$ cat src/rtl/dcc_pio_pkg.sv
// -----------------------------------------------------------------------------
// dcc_pio_pkg
// Shared definitions for the DCC data PIO irq sequencer:
//   - Avalon-MM register offsets of the PIO (data, irq mask, edge capture)
//   - sequencer FSM state encoding
//   - saturating increment helper for the 16-bit overflow counter
// -----------------------------------------------------------------------------
package dcc_pio_pkg;

    localparam logic [1:0] PIO_ADDR_DATA = 2'd0;
    localparam logic [1:0] PIO_ADDR_MASK = 2'd2;
    localparam logic [1:0] PIO_ADDR_EDGE = 2'd3;

    typedef enum logic [2:0] {
        ST_INIT_MASK = 3'd0,
        ST_IDLE      = 3'd1,
        ST_RD_EDGE   = 3'd2,
        ST_WAIT_EDGE = 3'd3,
        ST_RD_DATA   = 3'd4,
        ST_WAIT_DATA = 3'd5,
        ST_CLR_EDGE  = 3'd6,
        ST_PUSH      = 3'd7
    } seq_state_t;

    // Counter sticks at all-ones instead of wrapping.
    function automatic logic [15:0] sat_inc16(input logic [15:0] v);
        return (v == 16'hFFFF) ? v : v + 16'd1;
    endfunction

endpackage

$ cat src/rtl/dcc_sync_fifo.sv
// -----------------------------------------------------------------------------
// dcc_sync_fifo
// Single-clock first-word-fall-through FIFO. dout shows the head entry whenever
// empty=0 and reads as zero when empty.
// A push while full is accepted only if a pop happens in the same cycle.
// A pop while empty is ignored.
// Ports:
//   clk, reset_n : clock, async active-low reset (pointers/count only)
//   push, din    : write request and data
//   full         : no free entry
//   pop          : consume head entry
//   empty, dout  : FIFO empty flag, head entry
// -----------------------------------------------------------------------------
module dcc_sync_fifo #(
    parameter int WIDTH = 8,
    parameter int DEPTH = 8
) (
    input  logic             clk,
    input  logic             reset_n,
    input  logic             push,
    input  logic [WIDTH-1:0] din,
    output logic             full,
    input  logic             pop,
    output logic             empty,
    output logic [WIDTH-1:0] dout
);

    localparam int AW = (DEPTH > 1) ? $clog2(DEPTH) : 1;
    localparam logic [AW-1:0] PTR_ONE = AW'(1);
    localparam logic [AW:0]   CNT_ONE = (AW + 1)'(1);
    localparam logic [AW:0]   CNT_MAX = (AW + 1)'(DEPTH);

    logic [WIDTH-1:0] mem_q [DEPTH];
    logic [AW-1:0]    wr_ptr_q;
    logic [AW-1:0]    rd_ptr_q;
    logic [AW:0]      count_q;
    logic             do_push;
    logic             do_pop;

    assign empty   = (count_q == '0);
    assign full    = (count_q == CNT_MAX);
    assign do_pop  = pop & ~empty;
    // A pop in the same cycle frees the slot, so a push on full still lands.
    assign do_push = push & (~full | do_pop);
    assign dout    = empty ? '0 : mem_q[rd_ptr_q];

    always_ff @(posedge clk or negedge reset_n) begin
        if (!reset_n) begin
            wr_ptr_q <= '0;
            rd_ptr_q <= '0;
            count_q  <= '0;
        end else begin
            if (do_push) begin
                wr_ptr_q <= wr_ptr_q + PTR_ONE;
            end
            if (do_pop) begin
                rd_ptr_q <= rd_ptr_q + PTR_ONE;
            end
            if (do_push && !do_pop) begin
                count_q <= count_q + CNT_ONE;
            end else if (do_pop && !do_push) begin
                count_q <= count_q - CNT_ONE;
            end
        end
    end

    always_ff @(posedge clk) begin
        if (do_push) begin
            mem_q[wr_ptr_q] <= din;
        end
    end

endmodule

$ cat src/rtl/dcc_pio_irq_sequencer.sv
// -----------------------------------------------------------------------------
// dcc_pio_irq_sequencer
// Avalon-MM master owning the DCC data PIO. After reset it programs the PIO
// irq mask, then services every PIO irq by reading edge capture and data,
// clearing edge capture, and pushing a timestamped record {ts, edges, data}
// into a FWFT FIFO drained over a valid/ready stream.
// Ports:
//   clk, reset_n        : clock, async active-low reset
//   enable              : 1 = service irqs; 0 = finish current sequence, park
//   pio_address/_chipselect/_write_n/_writedata : Avalon-MM master to the PIO
//   pio_readdata        : registered PIO read data (valid 1 cycle after addr)
//   pio_irq             : PIO interrupt (edge_capture & mask)
//   m_data/m_valid/m_ready : record stream out
//   overflow_count      : records dropped on full FIFO (saturating)
//   busy                : FSM not in IDLE
// -----------------------------------------------------------------------------
module dcc_pio_irq_sequencer
    import dcc_pio_pkg::*;
#(
    parameter int                DATA_W     = 32,
    parameter logic [DATA_W-1:0] IRQ_MASK   = 32'hFFFF_FFFF,
    parameter int                TS_W       = 32,
    parameter int                FIFO_DEPTH = 8
) (
    input  logic                     clk,
    input  logic                     reset_n,
    input  logic                     enable,
    output logic [1:0]               pio_address,
    output logic                     pio_chipselect,
    output logic                     pio_write_n,
    output logic [DATA_W-1:0]        pio_writedata,
    input  logic [DATA_W-1:0]        pio_readdata,
    input  logic                     pio_irq,
    output logic [TS_W+2*DATA_W-1:0] m_data,
    output logic                     m_valid,
    input  logic                     m_ready,
    output logic [15:0]              overflow_count,
    output logic                     busy
);

    localparam int REC_W = TS_W + 2 * DATA_W;

    seq_state_t        state_q;
    seq_state_t        state_d;
    logic              arm_q;
    logic [TS_W-1:0]   ts_cnt_q;
    logic [TS_W-1:0]   ts_q;
    logic [DATA_W-1:0] edges_q;
    logic [DATA_W-1:0] data_q;
    logic [15:0]       ovf_q;
    logic [15:0]       ovf_d;
    logic              has_edges;
    logic              fifo_push;
    logic              fifo_full;
    logic              fifo_empty;
    logic              drop;

    // Bus outputs decode straight from the state, so an async reset releases
    // the bus in the same cycle. arm_q keeps the bus quiet while reset is held
    // and during the first cycle after release, when the state is already
    // INIT_MASK.
    always_ff @(posedge clk or negedge reset_n) begin
        if (!reset_n) begin
            arm_q <= 1'b0;
        end else begin
            arm_q <= 1'b1;
        end
    end

    always_ff @(posedge clk or negedge reset_n) begin
        if (!reset_n) begin
            ts_cnt_q <= '0;
        end else begin
            ts_cnt_q <= ts_cnt_q + TS_W'(1);
        end
    end

    assign has_edges = |(edges_q & IRQ_MASK);

    always_comb begin
        state_d = state_q;
        case (state_q)
            ST_INIT_MASK: if (arm_q) state_d = ST_IDLE;
            ST_IDLE:      if (enable && pio_irq) state_d = ST_RD_EDGE;
            ST_RD_EDGE:   state_d = ST_WAIT_EDGE;
            // Decide on the value being captured, not the stale edges_q.
            ST_WAIT_EDGE: state_d = ((pio_readdata & IRQ_MASK) == '0) ? ST_CLR_EDGE
                                                                       : ST_RD_DATA;
            ST_RD_DATA:   state_d = ST_WAIT_DATA;
            ST_WAIT_DATA: state_d = ST_CLR_EDGE;
            ST_CLR_EDGE:  state_d = has_edges ? ST_PUSH : ST_IDLE;
            ST_PUSH:      state_d = ST_IDLE;
            default:      state_d = ST_INIT_MASK;
        endcase
    end

    always_ff @(posedge clk or negedge reset_n) begin
        if (!reset_n) begin
            state_q <= ST_INIT_MASK;
        end else begin
            state_q <= state_d;
        end
    end

    // Capture registers only ever reach the outputs through gated paths
    // (FIFO dout, CLR_EDGE write), so they carry no reset.
    always_ff @(posedge clk) begin
        if (state_q == ST_IDLE && enable && pio_irq) begin
            ts_q <= ts_cnt_q;
        end
        if (state_q == ST_WAIT_EDGE) begin
            edges_q <= pio_readdata;
        end
        if (state_q == ST_WAIT_DATA) begin
            data_q <= pio_readdata;
        end
    end

    always_comb begin
        pio_chipselect = 1'b0;
        pio_write_n    = 1'b1;
        pio_address    = 2'd0;
        pio_writedata  = '0;
        if (arm_q) begin
            case (state_q)
                ST_INIT_MASK: begin
                    pio_chipselect = 1'b1;
                    pio_write_n    = 1'b0;
                    pio_address    = PIO_ADDR_MASK;
                    pio_writedata  = IRQ_MASK;
                end
                ST_RD_EDGE: begin
                    pio_chipselect = 1'b1;
                    pio_address    = PIO_ADDR_EDGE;
                end
                ST_RD_DATA: begin
                    pio_chipselect = 1'b1;
                    pio_address    = PIO_ADDR_DATA;
                end
                ST_CLR_EDGE: begin
                    pio_chipselect = 1'b1;
                    pio_write_n    = 1'b0;
                    pio_address    = PIO_ADDR_EDGE;
                    pio_writedata  = edges_q;
                end
                default: ;
            endcase
        end
    end

    assign fifo_push = (state_q == ST_PUSH);
    // Full only drops when the consumer is not popping in the same cycle.
    assign drop      = fifo_push & fifo_full & ~(m_valid & m_ready);
    assign ovf_d     = drop ? sat_inc16(ovf_q) : ovf_q;

    always_ff @(posedge clk or negedge reset_n) begin
        if (!reset_n) begin
            ovf_q <= '0;
        end else begin
            ovf_q <= ovf_d;
        end
    end

    dcc_sync_fifo #(
        .WIDTH (REC_W),
        .DEPTH (FIFO_DEPTH)
    ) u_fifo (
        .clk     (clk),
        .reset_n (reset_n),
        .push    (fifo_push),
        .din     ({ts_q, edges_q, data_q}),
        .full    (fifo_full),
        .pop     (m_ready),
        .empty   (fifo_empty),
        .dout    (m_data)
    );

    assign m_valid        = ~fifo_empty;
    assign overflow_count = ovf_q;
    assign busy           = (state_q != ST_IDLE);

endmodule

$ cat config.mk
export PLATFORM = sky130hd
export DESIGN_NAME = dcc_pio_irq_sequencer
export DESIGN_NICKNAME = d
export VERILOG_FILES = /design/src/rtl/dcc_pio_pkg.sv /design/src/rtl/dcc_sync_fifo.sv /design/src/rtl/dcc_pio_irq_sequencer.sv
export SDC_FILE = /design/constraint.sdc
export NUM_CORES = 1
export LEC_CHECK = 0
export ABC_AREA = 0
export BUFFER_PORTS_ARGS = -buffer_cell sky130_fd_sc_hd__buf_2
export CAP_MARGIN = 25
export CELL_PAD_IN_SITES_DETAIL_PLACEMENT = 1
export CELL_PAD_IN_SITES_GLOBAL_PLACEMENT = 1
export CORE_MARGIN = 3
export CORE_UTILIZATION = 33
export DETAILED_ROUTE_END_ITERATION = 12
export MAX_ROUTING_LAYER = met4
export PLACE_DENSITY = 0.57
export SYNTH_ARGS = -nofsm -noshare
export SYNTH_HDL_FRONTEND = slang
export SYNTH_SLANG_ARGS = --single-unit
$ cat constraint.sdc
create_clock -name clk -period 14.3 [get_ports clk]
set_clock_uncertainty 0.05 [all_clocks]
set_input_delay 2.86 -clock clk [delete_from_list [all_inputs] [get_ports clk]]
set_output_delay 2.86 -clock clk [all_outputs]
set_load 0.05 [all_outputs]
[Yosys cells after proc, flatten, opt, wreduce, memory -nomap -nowiden]
Memory sizes are Yosys's and may differ from the RTL's.
Cells that the tools add are included.
Cells by class
  equal/unequal tests: 12
  reductions and logical operators: 17
  bitwise logic cells: 9
  multiplexer cells: 18
  add/sub/neg operators: 6
Operator list (number)
  $mux W96: 1
  $pmux W32 S2: 1
  $add A32 B1 Y32 const B: 1
  $logic_not A32 Y1: 1
  $mux W32: 1
  $reduce_or A32 Y1: 1
  $pmux W3 S8: 1
  $add A16 B1 Y16 const B: 1
  $eq A16 B16 Y1 const B: 1
  $eq A3 B3 Y1 const B: 4
  $mux W3: 3
  $mux W4: 2
  $add A3 B1 Y3 const B: 2
  $eq A3 B2 Y1 const B: 2
  $mux W1: 6
  $logic_and A1 B1 Y1: 5
  $add A4 B1 Y4 const B: 1
  $and A1 B1 Y1: 4
  $eq A4 B4 Y1 const B: 1
  $logic_not A4 Y1: 1
  $mux W2: 2
  $ne A2 B2 Y1 const B: 2
  $not A1 Y1: 4
  $pmux W2 S2: 1
  10 further kinds: 13
Word-level totals
  input bits: 37
  bits in registers: 158
  output and inout port bits: 150
  bits in writable memories: 768
  memories kept: 1
Memory list
  u_fifo.mem_q: depth 8, bits a word 96, read ports 1, clocked after Yosys merged registers in 0, write ports 1, line dcc_sync_fifo.sv:33  | logic [WIDTH-1:0] mem_q [DEPTH];

[Depth between registers and ports, before layout]
Gate-level depths: netlist (run 1).
  depth after elaboration: 9
  mapped depth: 14
  mapped depth without buffers: 12

[Hierarchy]
A second synthesis (run 1) with hierarchy kept.
Second synthesis, totals
  cell total of the unflattened synthesis: 1584
  area, all modules: 34858.4 um^2
By module, submodules not included
  dcc_sync_fifo: cells each 1185, area each 29198.0 um^2, instances 1
  dcc_pio_irq_sequencer: cells each 399, area each 5660.4 um^2, instances 1

[Least setup slack after synthesis (run 1)]
No wires, ideal clock.
  kind: input to register
  start: input m_ready
  end: memory u_fifo.mem_q[0][0] in the netlist's numbering (enable)
  data arrival time: 12605 ps
  slack: 860 ps
  path buffers: 1
  stages: 5
  path through: nand2b_1 -> nor2_1 -> or2_2 -> clkbuf_1 -> nor4_1
Between the ends
  longest elaborated chain between the ends: 5
RTL lines
  from (decl): line dcc_pio_irq_sequencer.sv:36  | input logic m_ready,
  $and A1 B1 Y1: line dcc_sync_fifo.sv:42  | assign do_pop = pop & ~empty;
  $or A1 B1 Y1: line dcc_sync_fifo.sv:44  | assign do_push = push & (~full | do_pop);
  $and A1 B1 Y1: line dcc_sync_fifo.sv:44
  $mux W1: line dcc_sync_fifo.sv:68  | if (do_push) begin
  $mux W1 (not written as such): line dcc_sync_fifo.sv:69  | mem_q[wr_ptr_q] <= din;
  to (decl): line dcc_sync_fifo.sv:33
Every way passes these cells.

[Final worst setup path (run 1)]
  start: register u_fifo.rd_ptr_q[0]
  end: output m_data[29]
Between the ends
  longest elaborated chain between the ends: 2
RTL lines
  from (decl): line dcc_sync_fifo.sv:35  | logic [AW-1:0] rd_ptr_q;
  from (signal assigned): line dcc_sync_fifo.sv:57  | rd_ptr_q <= rd_ptr_q + PTR_ONE;
  $mem_v2 Z8 W96
  $mux W96: line dcc_sync_fifo.sv:45  | assign dout = empty ? '0 : mem_q[rd_ptr_q];
  to (decl): line dcc_pio_irq_sequencer.sv:34  | output logic [TS_W+2*DATA_W-1:0] m_data,
Every way passes these cells.

==> results of run 1 <==
-- placed cells by master (no fill, tap or decap), types with 5 or more instances in the layout --
cell / count
sky130_fd_sc_hd__nand4_1: 16
sky130_fd_sc_hd__ha_1: 7
sky130_fd_sc_hd__mux4_2: 192
sky130_fd_sc_hd__xnor2_1: 34
sky130_fd_sc_hd__dfrtp_1: 59
sky130_fd_sc_hd__edfxtp_1: 864
sky130_fd_sc_hd__xor2_1: 19
sky130_fd_sc_hd__nand2_1: 26
sky130_fd_sc_hd__clkbuf_8: 8
sky130_fd_sc_hd__nand3_1: 23
sky130_fd_sc_hd__clkbuf_16: 97
sky130_fd_sc_hd__inv_1: 11
sky130_fd_sc_hd__nor3_2: 6
sky130_fd_sc_hd__nor2_4: 5
sky130_fd_sc_hd__clkinv_1: 16
sky130_fd_sc_hd__diode_2: 7
sky130_fd_sc_hd__clkinv_2: 16
sky130_fd_sc_hd__and3_1: 5
sky130_fd_sc_hd__buf_4: 30
sky130_fd_sc_hd__mux2i_1: 96
sky130_fd_sc_hd__nor2_1: 179
sky130_fd_sc_hd__nor4_1: 17
sky130_fd_sc_hd__bufinv_16: 11
sky130_fd_sc_hd__buf_2: 186
sky130_fd_sc_hd__clkbuf_1: 21
-- per-layer routing --
layer | wire, µm | share of wire [%]
met5 | 0 | 0
met4 | 1690 | 1.9
met3 | 4100 | 4.7
met2 | 44100 | 50
met1 | 37700 | 43
-- how the worst max path moves through the flow --
stage / cells past startpoint / slack (ns) / to
after floorplan: 5 / 0.86 / u_fifo.mem_q[0][0]
after global placement: 6 / 7.07 / m_data[33]
after detailed placement: 7 / 7.23 / m_data[27]
after CTS: 7 / 6.50 / m_data[27]
after global routing: 7 / 6.33 / m_data[27]
final: 7 / 6.74 / m_data[29]
-- registers in the layout, summed over array words and instances, names as in the netlist --
register         flops
u_fifo.rd_ptr_q      3
ts_cnt_q            32
state_q              3
u_fifo.count_q       4
arm_q                1
data_q              32
u_fifo.wr_ptr_q      3
overflow_count      16
edges_q             32
ts_q                32
u_fifo.mem_q       768
-- worst register-to-register path, cell delays in order, from the launching register on --
cell                      delay (ns)
sky130_fd_sc_hd__dfrtp_1        0.59
sky130_fd_sc_hd__nand3_1        0.34
sky130_fd_sc_hd__or2_2          0.47
sky130_fd_sc_hd__inv_1          0.16
sky130_fd_sc_hd__nand2_1        0.25
sky130_fd_sc_hd__nor2_4         0.58
sky130_fd_sc_hd__buf_4          0.74
sky130_fd_sc_hd__buf_4          0.83
-- final cells by class --
| cell class | instances | area [µm²] | share of cell area [%] |
|---|---|---|---|
| Timing Repair Buffer | 223 | 1320 | 3.19 |
| Inverter | 11 | 41.3 | 0.100 |
| Sequential cell | 926 | 27500 | 66.6 |
| Clock inverter | 53 | 596 | 1.44 |
| Antenna cell | 7 | 17.5 | 0.0424 |
| Tap cell | 1391 | 1740 | 4.21 |
| Clock buffer | 126 | 2620 | 6.33 |
| Multi-Input combinational cell | 669 | 7460 | 18.1 |
-- cells by family (layout without fill, tap and decap cells) --
kind of cell / Yosys count / count (layout)
simple gates: 303 / 303
xor+xnor: 53 / 53
fa+ha+maj: 8 / 8
mux: 292 / 292
buf+inv: 87 / 413
flops: 926 / 926
compound gates: 12 / 12
other cells: 1 / 8
-- power groups by stage --
stage	registers [µW]	logic [µW]	clock network, µW
2_1_floorplan	3590	2380	0
3_3_place_gp	3740	3160	0
6_report	3660	3160	2520
4_1_cts	3670	3250	2600
3_5_place_dp	3720	3240	0
5_1_grt	3700	3370	2700
-- through the flow --
stage / setup slack, ns / hold slack, ns / instances / instance area (µm²) / power (µW)
global route: 6.33 / 0.442 / 3405 / 41300 / 9770
floorplan: 0.860 / 0.375 / 1682 / 35200 / 5970
global placement: 7.07 / 0.399 / 3215 / 37900 / 6900
detailed placement: 7.23 / 0.401 / 3219 / 38000 / 6970
CTS: 6.50 / 0.416 / 3398 / 41300 / 9520
finish: 6.74 / 0.406 / 3406 / 41300 / 9340
==> report_table.html, run 1 <==
<table>
<tr><th>Metric</th><th>Value</th></tr>
<tr><th colspan="2">Outcome</th></tr>
<tr><td>Status</td><td>finished, final reports clean</td></tr>
<tr><th colspan="2">CTS</th></tr>
<tr><td>Num CTS Buffers</td><td>95</td></tr>
<tr><td>Maximum buffer depth of the clock tree</td><td>3</td></tr>
<tr><td>Clock tree from TritonCTS</td><td>done</td></tr>
<tr><td>Insertion delay to the later sink of the worst-skew pair</td><td>0.66 ns</td></tr>
<tr><td>H-tree depth</td><td>3</td></tr>
<tr><td>Total clock sinks</td><td>926</td></tr>
<tr><td>Hold bufs inserted after CTS</td><td>0</td></tr>
<tr><td>Cell chosen for the clock root</td><td>sky130_fd_sc_hd__clkbuf_16</td></tr>
<tr><td>Post-CTS resize count</td><td>0</td></tr>
<tr><td>Reg clk slew, reported paths</td><td>0.06 ns</td></tr>
<tr><td>Number of setup buffers added after CTS</td><td>0</td></tr>
<tr><th colspan="2">Yosys</th></tr>
<tr><td>Multiplexer share of the synthesized area</td><td>15.1%</td></tr>
<tr><td>Avg Cell Area, Syn</td><td>21.0 µm²</td></tr>
<tr><td>Compound-cell area share of the yosys netlist</td><td>0.220%</td></tr>
<tr><td>Cell area after technology mapping</td><td>35200 µm²</td></tr>
<tr><td>Library cell with the largest summed area after synthesis</td><td>sky130_fd_sc_hd__edfxtp_1</td></tr>
<tr><td>Leading cell types by count after synthesis</td><td>sky130_fd_sc_hd__edfxtp_1 (864), sky130_fd_sc_hd__mux4_2 (192), sky130_fd_sc_hd__nor2_1 (185)</td></tr>
<tr><td>Predominant post-synthesis flop cell</td><td>sky130_fd_sc_hd__edfxtp_1</td></tr>
<tr><td>Synthesized instance count</td><td>1682</td></tr>
<tr><td>Share of synthesized area occupied by flip-flops and latches</td><td>78.0%</td></tr>
<tr><td>Post-synth top area share</td><td>73.6%</td></tr>
<tr><td>Flops &amp; latches, synth</td><td>926</td></tr>
<tr><td>Number of nets in the synthesized netlist</td><td>1727</td></tr>
<tr><td>Area share of fa/ha/maj cells after synthesis</td><td>0.305%</td></tr>
<tr><td>Count of unique library cells instantiated by Yosys</td><td>39</td></tr>
<tr><td>Number of synthesized flops with an enable pin</td><td>864</td></tr>
<tr><td>Simple logic cell fraction of the synthesized area</td><td>3.97%</td></tr>
<tr><td>Synth top area cells</td><td>sky130_fd_sc_hd__edfxtp_1 (74%), sky130_fd_sc_hd__mux4_2 (12%), sky130_fd_sc_hd__dfrtp_1 (4.4%), sky130_fd_sc_hd__mux2i_1 (2.7%), sky130_fd_sc_hd__nor2_1 (2.0%)</td></tr>
<tr><td>Xor and xnor fraction of the mapped netlist area</td><td>1.32%</td></tr>
<tr><td>Async SR Flop Fraction</td><td>6.70%</td></tr>
<tr><td>Combinational family with the most area after synthesis</td><td>multiplexers</td></tr>
<tr><td>Most numerous cell in the Yosys netlist</td><td>sky130_fd_sc_hd__edfxtp_1</td></tr>
<tr><td>Count of warnings emitted by yosys</td><td>0</td></tr>
<tr><th colspan="2">Route</th></tr>
<tr><td>Vias after detailed routing</td><td>16987</td></tr>
<tr><td>1st-pass router iterations</td><td>5</td></tr>
<tr><td>Number of nets with antenna violations after detailed routing</td><td>0</td></tr>
<tr><td>Starting DRC count in detailed routing</td><td>1254</td></tr>
<tr><td>Drt via density</td><td>4.99</td></tr>
<tr><td>Total length of routed wires</td><td>87600 µm</td></tr>
<tr><td>DRC violation count after routing</td><td>0</td></tr>
<tr><td>Routed WL per cell</td><td>25.7 µm</td></tr>
<tr><th colspan="2">Floorplanning</th></tr>
<tr><td>Core area</td><td>106000 µm²</td></tr>
<tr><td>Die outline area</td><td>111000 µm²</td></tr>
<tr><td>Std cell rows</td><td>119</td></tr>
<tr><td>Height of the die</td><td>333 µm</td></tr>
<tr><td>X dimension of the die</td><td>333 µm</td></tr>
<tr><td>Starting density of the core</td><td>33.4%</td></tr>
<tr><td>Top-level I/O count</td><td>187</td></tr>
<tr><th colspan="2">Timing</th></tr>
<tr><td>Max Fclk</td><td>132 MHz</td></tr>
<tr><td>Final clock period utilization by the worst path</td><td>52.9%</td></tr>
<tr><td>Min Tclk post-route</td><td>7.56 ns</td></tr>
<tr><td>Final Max Tran Viols</td><td>0</td></tr>
<tr><td>Fin. Hold Viols</td><td>0</td></tr>
<tr><td>Worst-Margin Slew</td><td>1.01 ns</td></tr>
<tr><td>Setup repair after global routing missed its margin</td><td>no</td></tr>
<tr><td>Setup TNS Final</td><td>0 ns</td></tr>
<tr><td>Max_slew headroom</td><td>32.8%</td></tr>
<tr><td>Total setup violations reported at the end of the flow</td><td>0</td></tr>
<tr><th colspan="2">Worst setup path</th></tr>
<tr><td>Arrival time of the worst setup path</td><td>4.65 ns</td></tr>
<tr><td>Critical path buffers and inverters</td><td>4</td></tr>
<tr><td>Most repeated library cell on the critical path</td><td>sky130_fd_sc_hd__buf_4</td></tr>
<tr><td>Biggest fanout along the worst timing path</td><td>42</td></tr>
<tr><td>Critical path capture point type</td><td>primary output</td></tr>
<tr><td>Depth of the worst register-to-register path</td><td>7</td></tr>
<tr><td>R2R Path End</td><td>u_fifo.mem_q[6][88]</td></tr>
<tr><td>Slowest cell on the critical path</td><td>sky130_fd_sc_hd__dfrtp_4</td></tr>
<tr><td>Slack of the worst reg-to-reg path</td><td>9.88 ns</td></tr>
<tr><td>Delay-heaviest family, CP</td><td>buffers and inverters</td></tr>
<tr><td>Delay contributed by the slowest stage of the critical path</td><td>0.83 ns</td></tr>
<tr><td>CP required</td><td>11.39 ns</td></tr>
<tr><td>Crit path from</td><td>u_fifo.rd_ptr_q[0]</td></tr>
<tr><td>Critical path class</td><td>flip-flop to primary output</td></tr>
<tr><td>Worst-path cell chain</td><td>buf_12 -&gt; buf_4 -&gt; buf_4 -&gt; mux4_2 -&gt; mux2i_1 -&gt; nor2_1 -&gt; buf_2</td></tr>
<tr><td>Critical path startpoint category</td><td>flip-flop</td></tr>
<tr><td>Critical R2R Launch</td><td>state_q[2]</td></tr>
<tr><th colspan="2">Placement</th></tr>
<tr><td>I/O Buffers</td><td>186</td></tr>
<tr><td>Placed wire-length estimate after detailed placement</td><td>49900 µm</td></tr>
<tr><td>Placer congestion estimate</td><td>0.737</td></tr>
<tr><th colspan="2">Layout</th></tr>
<tr><td>Share of final-layout standard cells stronger than drive strength 1</td><td>29.1%</td></tr>
<tr><td>End-of-flow core utilization</td><td>39.1%</td></tr>
<tr><td>Final nets</td><td>1971</td></tr>
<tr><td>Area growth from synthesis to layout</td><td>17.2%</td></tr>
<tr><td>Layout filler cell count</td><td>10119</td></tr>
<tr><th colspan="2">Flow run</th></tr>
<tr><td>Number of max-capacitance violations reported</td><td>0</td></tr>
<tr><th colspan="2">Pwr</th></tr>
<tr><td>Internal power contribution</td><td>5860 µW</td></tr>
<tr><td>Clock network power share</td><td>27.0%</td></tr>
<tr><td>Leakage power</td><td>0.0139 µW</td></tr>
<tr><td>Switch Pwr</td><td>3490 µW</td></tr>
<tr><td>Seq pwr share</td><td>39.2%</td></tr>
<tr><td>Combinational Power Share</td><td>33.8%</td></tr>
<tr><td>Power density over the cells</td><td>226 nW/µm²</td></tr>
<tr><td>Worst vdd rail ir drop</td><td>0.000171 V</td></tr>
<tr><td>Sw frac</td><td>37.3%</td></tr>
<tr><th colspan="2">GRT</th></tr>
<tr><td>Largest net degree at the start of global routing</td><td>97</td></tr>
<tr><td>Wire length of the first global-routing pass</td><td>130000 µm</td></tr>
<tr><td>Vias in the first global route</td><td>18584</td></tr>
<tr><td>Congestion Overflow GR</td><td>0</td></tr>
<tr><td>Met3 Use GR</td><td>2.91%</td></tr>
<tr><td>Antenna violations before repair</td><td>9</td></tr>
<tr><td>GR Util met2</td><td>26.7%</td></tr>
<tr><td>All-Layer GR Usage</td><td>16.3%</td></tr>
<tr><td>GRT met1 Usage</td><td>20.9%</td></tr>
<tr><td>Peak-usage layer in the global routing report</td><td>met2</td></tr>
<tr><th colspan="2">Hold path</th></tr>
<tr><td>End point of the worst hold path</td><td>ts_q[30]</td></tr>
<tr><td>Hold_sp</td><td>ts_cnt_q[30]</td></tr>
<tr><td>Worst hold stages</td><td>0</td></tr>
<tr><td>Type of the worst min-delay path</td><td>flip-flop to flip-flop</td></tr>
</table>
Note: power is estimated with default switching activity, not from simulation.
==> run 2: changes to the inputs <==
Settings changed: ABC_AREA 0 to 1, PLACE_DENSITY 0.57 to 0.6.
Clock period 14.3 ns to 7.6 ns, I/O delays scaled along.
==> run 2 against run 1 <==
  * Final cell count up 36%
  * Via count up 38%
  * Global-route usage up 2.3 points
  * Sequential cell count unchanged
  * Sequential share of layout area down 1.9 points
  * Critical endpoint is now m_data[3]
  * Critical path depth up 2
==> report_table.html, run 2 <==
<table>
<tr><th>Metric</th><th>Value</th></tr>
<tr><th colspan="2">Floorplanning</th></tr>
<tr><td>Starting density of the core</td><td>33.5% (+0.087 points)</td></tr>
<tr><td>Height of the die</td><td>339 µm (+2.0%)</td></tr>
<tr><td>Core area</td><td>110000 µm² (+3.8%)</td></tr>
<tr><td>Std cell rows</td><td>121 (+1.7%)</td></tr>
<tr><td>Top-level I/O count</td><td>187 (unchanged)</td></tr>
<tr><td>Die outline area</td><td>115000 µm² (+4.0%)</td></tr>
<tr><td>X dimension of the die</td><td>339 µm (+2.0%)</td></tr>
<tr><th colspan="2">Route</th></tr>
<tr><td>Drt via density</td><td>5.06 (+1.4%)</td></tr>
<tr><td>Total length of routed wires</td><td>106000 µm (+21%)</td></tr>
<tr><td>Number of nets with antenna violations after detailed routing</td><td>0 (unchanged)</td></tr>
<tr><td>Routed WL per cell</td><td>22.9 µm (-11%)</td></tr>
<tr><td>Starting DRC count in detailed routing</td><td>1789 (+43%)</td></tr>
<tr><td>DRC violation count after routing</td><td>0 (unchanged)</td></tr>
<tr><td>1st-pass router iterations</td><td>5 (unchanged)</td></tr>
<tr><td>Vias after detailed routing</td><td>23402 (+38%)</td></tr>
<tr><th colspan="2">Hold path</th></tr>
<tr><td>Worst hold stages</td><td>0 (unchanged)</td></tr>
<tr><td>Type of the worst min-delay path</td><td>flip-flop to flip-flop</td></tr>
<tr><td>Hold_sp</td><td>ts_cnt_q[31]</td></tr>
<tr><td>End point of the worst hold path</td><td>ts_q[31]</td></tr>
<tr><th colspan="2">Pwr</th></tr>
<tr><td>Leakage power</td><td>0.0145 µW (+4.1%)</td></tr>
<tr><td>Worst vdd rail ir drop</td><td>0.000307 V (+80%)</td></tr>
<tr><td>Power density over the cells</td><td>431 nW/µm² (+91%)</td></tr>
<tr><td>Total design power</td><td>18300 µW (+96%)</td></tr>
<tr><th colspan="2">Yosys</th></tr>
<tr><td>Predominant post-synthesis flop cell</td><td>sky130_fd_sc_hd__edfxtp_1</td></tr>
<tr><td>Cell area after technology mapping</td><td>36700 µm² (+4.1%)</td></tr>
<tr><td>Number of nets in the synthesized netlist</td><td>2946 (+71%)</td></tr>
<tr><td>Most numerous cell in the Yosys netlist</td><td>sky130_fd_sc_hd__nor2_1</td></tr>
<tr><td>Number of synthesized flops with an enable pin</td><td>864 (unchanged)</td></tr>
<tr><td>Async SR Flop Fraction</td><td>6.70% (unchanged)</td></tr>
<tr><td>Flops &amp; latches, synth</td><td>926 (unchanged)</td></tr>
<tr><td>Synth top area cells</td><td>sky130_fd_sc_hd__edfxtp_1 (71%), sky130_fd_sc_hd__nor2_1 (9.4%), sky130_fd_sc_hd__dfrtp_1 (4.2%), sky130_fd_sc_hd__o21ai_0 (4.2%), sky130_fd_sc_hd__o21ai_1 (2.7%)</td></tr>
<tr><td>Library cell with the largest summed area after synthesis</td><td>sky130_fd_sc_hd__edfxtp_1</td></tr>
<tr><td>Leading cell types by count after synthesis</td><td>sky130_fd_sc_hd__nor2_1 (915), sky130_fd_sc_hd__edfxtp_1 (864), sky130_fd_sc_hd__o21ai_0 (306)</td></tr>
<tr><td>Count of warnings emitted by yosys</td><td>0 (unchanged)</td></tr>
<tr><td>Post-synth top area share</td><td>70.7% (-2.9 points)</td></tr>
<tr><td>Count of unique library cells instantiated by Yosys</td><td>34 (-13%)</td></tr>
<tr><td>Synthesized instance count</td><td>2901 (+72%)</td></tr>
<tr><td>Share of synthesized area occupied by flip-flops and latches</td><td>74.9% (-3.1 points)</td></tr>
<tr><td>Avg Cell Area, Syn</td><td>12.6 µm² (-40%)</td></tr>
<tr><th colspan="2">CTS</th></tr>
<tr><td>Number of setup buffers added after CTS</td><td>0 (unchanged)</td></tr>
<tr><td>Hold bufs inserted after CTS</td><td>0 (unchanged)</td></tr>
<tr><td>H-tree depth</td><td>3 (unchanged)</td></tr>
<tr><td>Insertion delay to the later sink of the worst-skew pair</td><td>0.67 ns (about the same)</td></tr>
<tr><td>Maximum buffer depth of the clock tree</td><td>3 (unchanged)</td></tr>
<tr><td>Cell chosen for the clock root</td><td>sky130_fd_sc_hd__clkbuf_16</td></tr>
<tr><td>Num CTS Buffers</td><td>101 (+6.3%)</td></tr>
<tr><td>Post-CTS resize count</td><td>0 (unchanged)</td></tr>
<tr><td>Total clock sinks</td><td>926 (unchanged)</td></tr>
<tr><td>Reg clk slew, reported paths</td><td>0.06 ns (about the same)</td></tr>
<tr><td>Clock tree from TritonCTS</td><td>done</td></tr>
<tr><th colspan="2">Timing</th></tr>
<tr><td>Max Fclk</td><td>177 MHz</td></tr>
<tr><td>Setup TNS Final</td><td>0 ns (unchanged)</td></tr>
<tr><td>Max_slew headroom</td><td>33.5% (+0.74 points)</td></tr>
<tr><td>Worst-Margin Slew</td><td>0.997 ns (-0.0111 ns)</td></tr>
<tr><td>Setup repair after global routing missed its margin</td><td>no</td></tr>
<tr><td>Total setup violations reported at the end of the flow</td><td>0 (unchanged)</td></tr>
<tr><td>Final Max Tran Viols</td><td>0 (unchanged)</td></tr>
<tr><td>Min Tclk post-route</td><td>5.65 ns</td></tr>
<tr><td>Fin. Hold Viols</td><td>0 (unchanged)</td></tr>
<tr><td>Final clock period utilization by the worst path</td><td>74.3%</td></tr>
<tr><td>Post-route setup slack</td><td>1.95 ns (-4.79 ns)</td></tr>
<tr><th colspan="2">Layout</th></tr>
<tr><td>Final nets</td><td>3107 (+58%)</td></tr>
<tr><td>Share of final-layout standard cells stronger than drive strength 1</td><td>13.1% (-16 points)</td></tr>
<tr><td>Largest Register</td><td>u_fifo.mem_q</td></tr>
<tr><td>End-of-flow core utilization</td><td>38.8% (-0.35 points)</td></tr>
<tr><td>Final non-filler cell area</td><td>42500 µm² (+2.9%)</td></tr>
<tr><td>Layout filler cell count</td><td>11629 (+15%)</td></tr>
<tr><td>Area growth from synthesis to layout</td><td>15.8%</td></tr>
<tr><td>Commonest cells after routing, fill and taps aside</td><td>sky130_fd_sc_hd__nor2_1 (906), sky130_fd_sc_hd__edfxtp_1 (864), sky130_fd_sc_hd__o21ai_0 (306), sky130_fd_sc_hd__o21ai_1 (195), sky130_fd_sc_hd__buf_2 (186)</td></tr>
<tr><td>Storage element area</td><td>27500 µm² (unchanged)</td></tr>
<tr><td>Number of flip-flops in the largest register</td><td>768 (unchanged)</td></tr>
<tr><td>Area of the multi-input gates</td><td>8230 µm² (+10%)</td></tr>
<tr><td>Most frequent standard cell in the layout excluding fill and tap cells</td><td>sky130_fd_sc_hd__nor2_1</td></tr>
<tr><th colspan="2">GRT</th></tr>
<tr><td>Congestion Overflow GR</td><td>0 (unchanged)</td></tr>
<tr><td>Vias in the first global route</td><td>23560 (+27%)</td></tr>
<tr><td>Met3 Use GR</td><td>3.96% (+1.0 points)</td></tr>
<tr><td>Wire length of the first global-routing pass</td><td>156000 µm (+20%)</td></tr>
<tr><td>GR Util met2</td><td>29.4% (+2.7 points)</td></tr>
<tr><td>Antenna violations before repair</td><td>8 (-1)</td></tr>
<tr><td>All-Layer GR Usage</td><td>18.6% (+2.3 points)</td></tr>
<tr><td>GRT met1 Usage</td><td>24.9% (+4.0 points)</td></tr>
<tr><td>Largest net degree at the start of global routing</td><td>224 (+130%)</td></tr>
<tr><td>Peak-usage layer in the global routing report</td><td>met2</td></tr>
<tr><th colspan="2">Placement</th></tr>
<tr><td>Standard cell area after detailed placement</td><td>39100 µm² (+2.7%)</td></tr>
<tr><td>Placed wire-length estimate after detailed placement</td><td>60600 µm (+21%)</td></tr>
<tr><td>Placer congestion estimate</td><td>0.776 (+5.3%)</td></tr>
<tr><td>Worst slack at placement</td><td>2.58 ns (-4.64 ns)</td></tr>
<tr><td>I/O Buffers</td><td>186 (unchanged)</td></tr>
<tr><th colspan="2">Worst setup path</th></tr>
<tr><td>Depth of the worst register-to-register path</td><td>9 (+2)</td></tr>
<tr><td>CP required</td><td>6.03 ns (-5.36 ns)</td></tr>
<tr><td>Critical path class</td><td>flip-flop to primary output</td></tr>
<tr><td>Arrival time of the worst setup path</td><td>4.08 ns (-0.57 ns)</td></tr>
<tr><td>Critical path buffers and inverters</td><td>3 (-1)</td></tr>
<tr><td>R2R Path End</td><td>u_fifo.mem_q[1][7]</td></tr>
<tr><td>Slack of the worst reg-to-reg path</td><td>4.17 ns (-5.71 ns)</td></tr>
<tr><td>Critical path startpoint category</td><td>flip-flop</td></tr>
<tr><td>Delay-heaviest family, CP</td><td>buffers and inverters</td></tr>
<tr><td>Most repeated library cell on the critical path</td><td>sky130_fd_sc_hd__nor2_1</td></tr>
<tr><td>Biggest fanout along the worst timing path</td><td>135 (+220%)</td></tr>
<tr><td>Delay contributed by the slowest stage of the critical path</td><td>0.79 ns (-0.04 ns)</td></tr>
<tr><td>Critical R2R Launch</td><td>state_q[1]</td></tr>
<tr><td>Critical path capture point type</td><td>primary output</td></tr>
<tr><td>Slowest cell on the critical path</td><td>sky130_fd_sc_hd__dfrtp_4</td></tr>
<tr><td>Worst-path cell chain</td><td>buf_12 -&gt; buf_4 -&gt; nor2_1 -&gt; nor2_1 -&gt; o21ai_0 -&gt; o21ai_1 -&gt; o21ai_0 -&gt; nor2_1 -&gt; buf_2</td></tr>
<tr><th colspan="2">Outcome</th></tr>
<tr><td>Status</td><td>finished, final reports clean</td></tr>
<tr><th colspan="2">Flow run</th></tr>
<tr><td>Number of max-capacitance violations reported</td><td>0 (unchanged)</td></tr>
</table>
[run 2: logic make-up after synthesis]
group	Yosys count	synth area share (%)
multiplexers	1	0.0307
flip-flops	926	74.9
AO/OA/AOI/OAI	604	9.23
adder cells (fa/ha/maj)	8	0.293
other	1	0.0102
XOR/XNOR	42	1.00
AND/OR/NAND/NOR	1101	11.6
buffers and inverters	218	2.89
[run 2: final cells by class]
cell class	count	area share [%]
flip-flops and latches	926	64.7
inverters	50	0.477
repair buffers	226	3.06
well taps	1476	4.35
diodes	4	0.0236
clock inverters	63	1.47
clock buffers	127	6.52
multi-input cells	1757	19.4
[run 2: layer usage]
| layer | part of all wire (%) | vias up |
|---|---|---|
| li1 | - | 10689 |
| met1 | 45 | 12061 |
| met2 | 47 | 522 |
| met3 | 6.1 | 130 |
| met4 | 1.7 | 0 |
| met5 | 0 | - |
[run 2: through the flow]
stage,std cells,hold WS (ns)
final,4629,0.415
after global placement,4434,0.418
after global routing,4628,0.436
after CTS,4624,0.429
after detailed placement,4434,0.429
after floorplan,2901,0.388
[run 2: power by group]
group | switching, µW | internal [µW] | total (µW)
clock | 2010 | 2950 | 4970
combinational | 5310 | 1530 | 6850
sequential | 421 | 6080 | 6500
total | 7750 | 10600 | 18300
[run 2: worst max path at each step]
stage | startpoint | endpoint | slack (ns) | cells after the start
5_1_grt | u_fifo.rd_ptr_q[0] | m_data[3] | 1.60 | 9
6_report | u_fifo.rd_ptr_q[0] | m_data[3] | 1.95 | 9
3_3_place_gp | u_fifo.rd_ptr_q[0] | m_data[11] | 2.60 | 9
3_5_place_dp | u_fifo.rd_ptr_q[0] | m_data[3] | 2.58 | 9
2_1_floorplan | m_ready | u_fifo.mem_q[0][0] | 0.97 | 5
4_1_cts | u_fifo.rd_ptr_q[0] | m_data[3] | 1.83 | 9
[run 2: worst reg2reg max path: cells and delay by family (launching register included)]
kind / cells / cell delay (ns)
buffers and inverters: 4 / 1.26
AND/OR/NAND/NOR: 5 / 1.21
flip-flops: 1 / 0.47
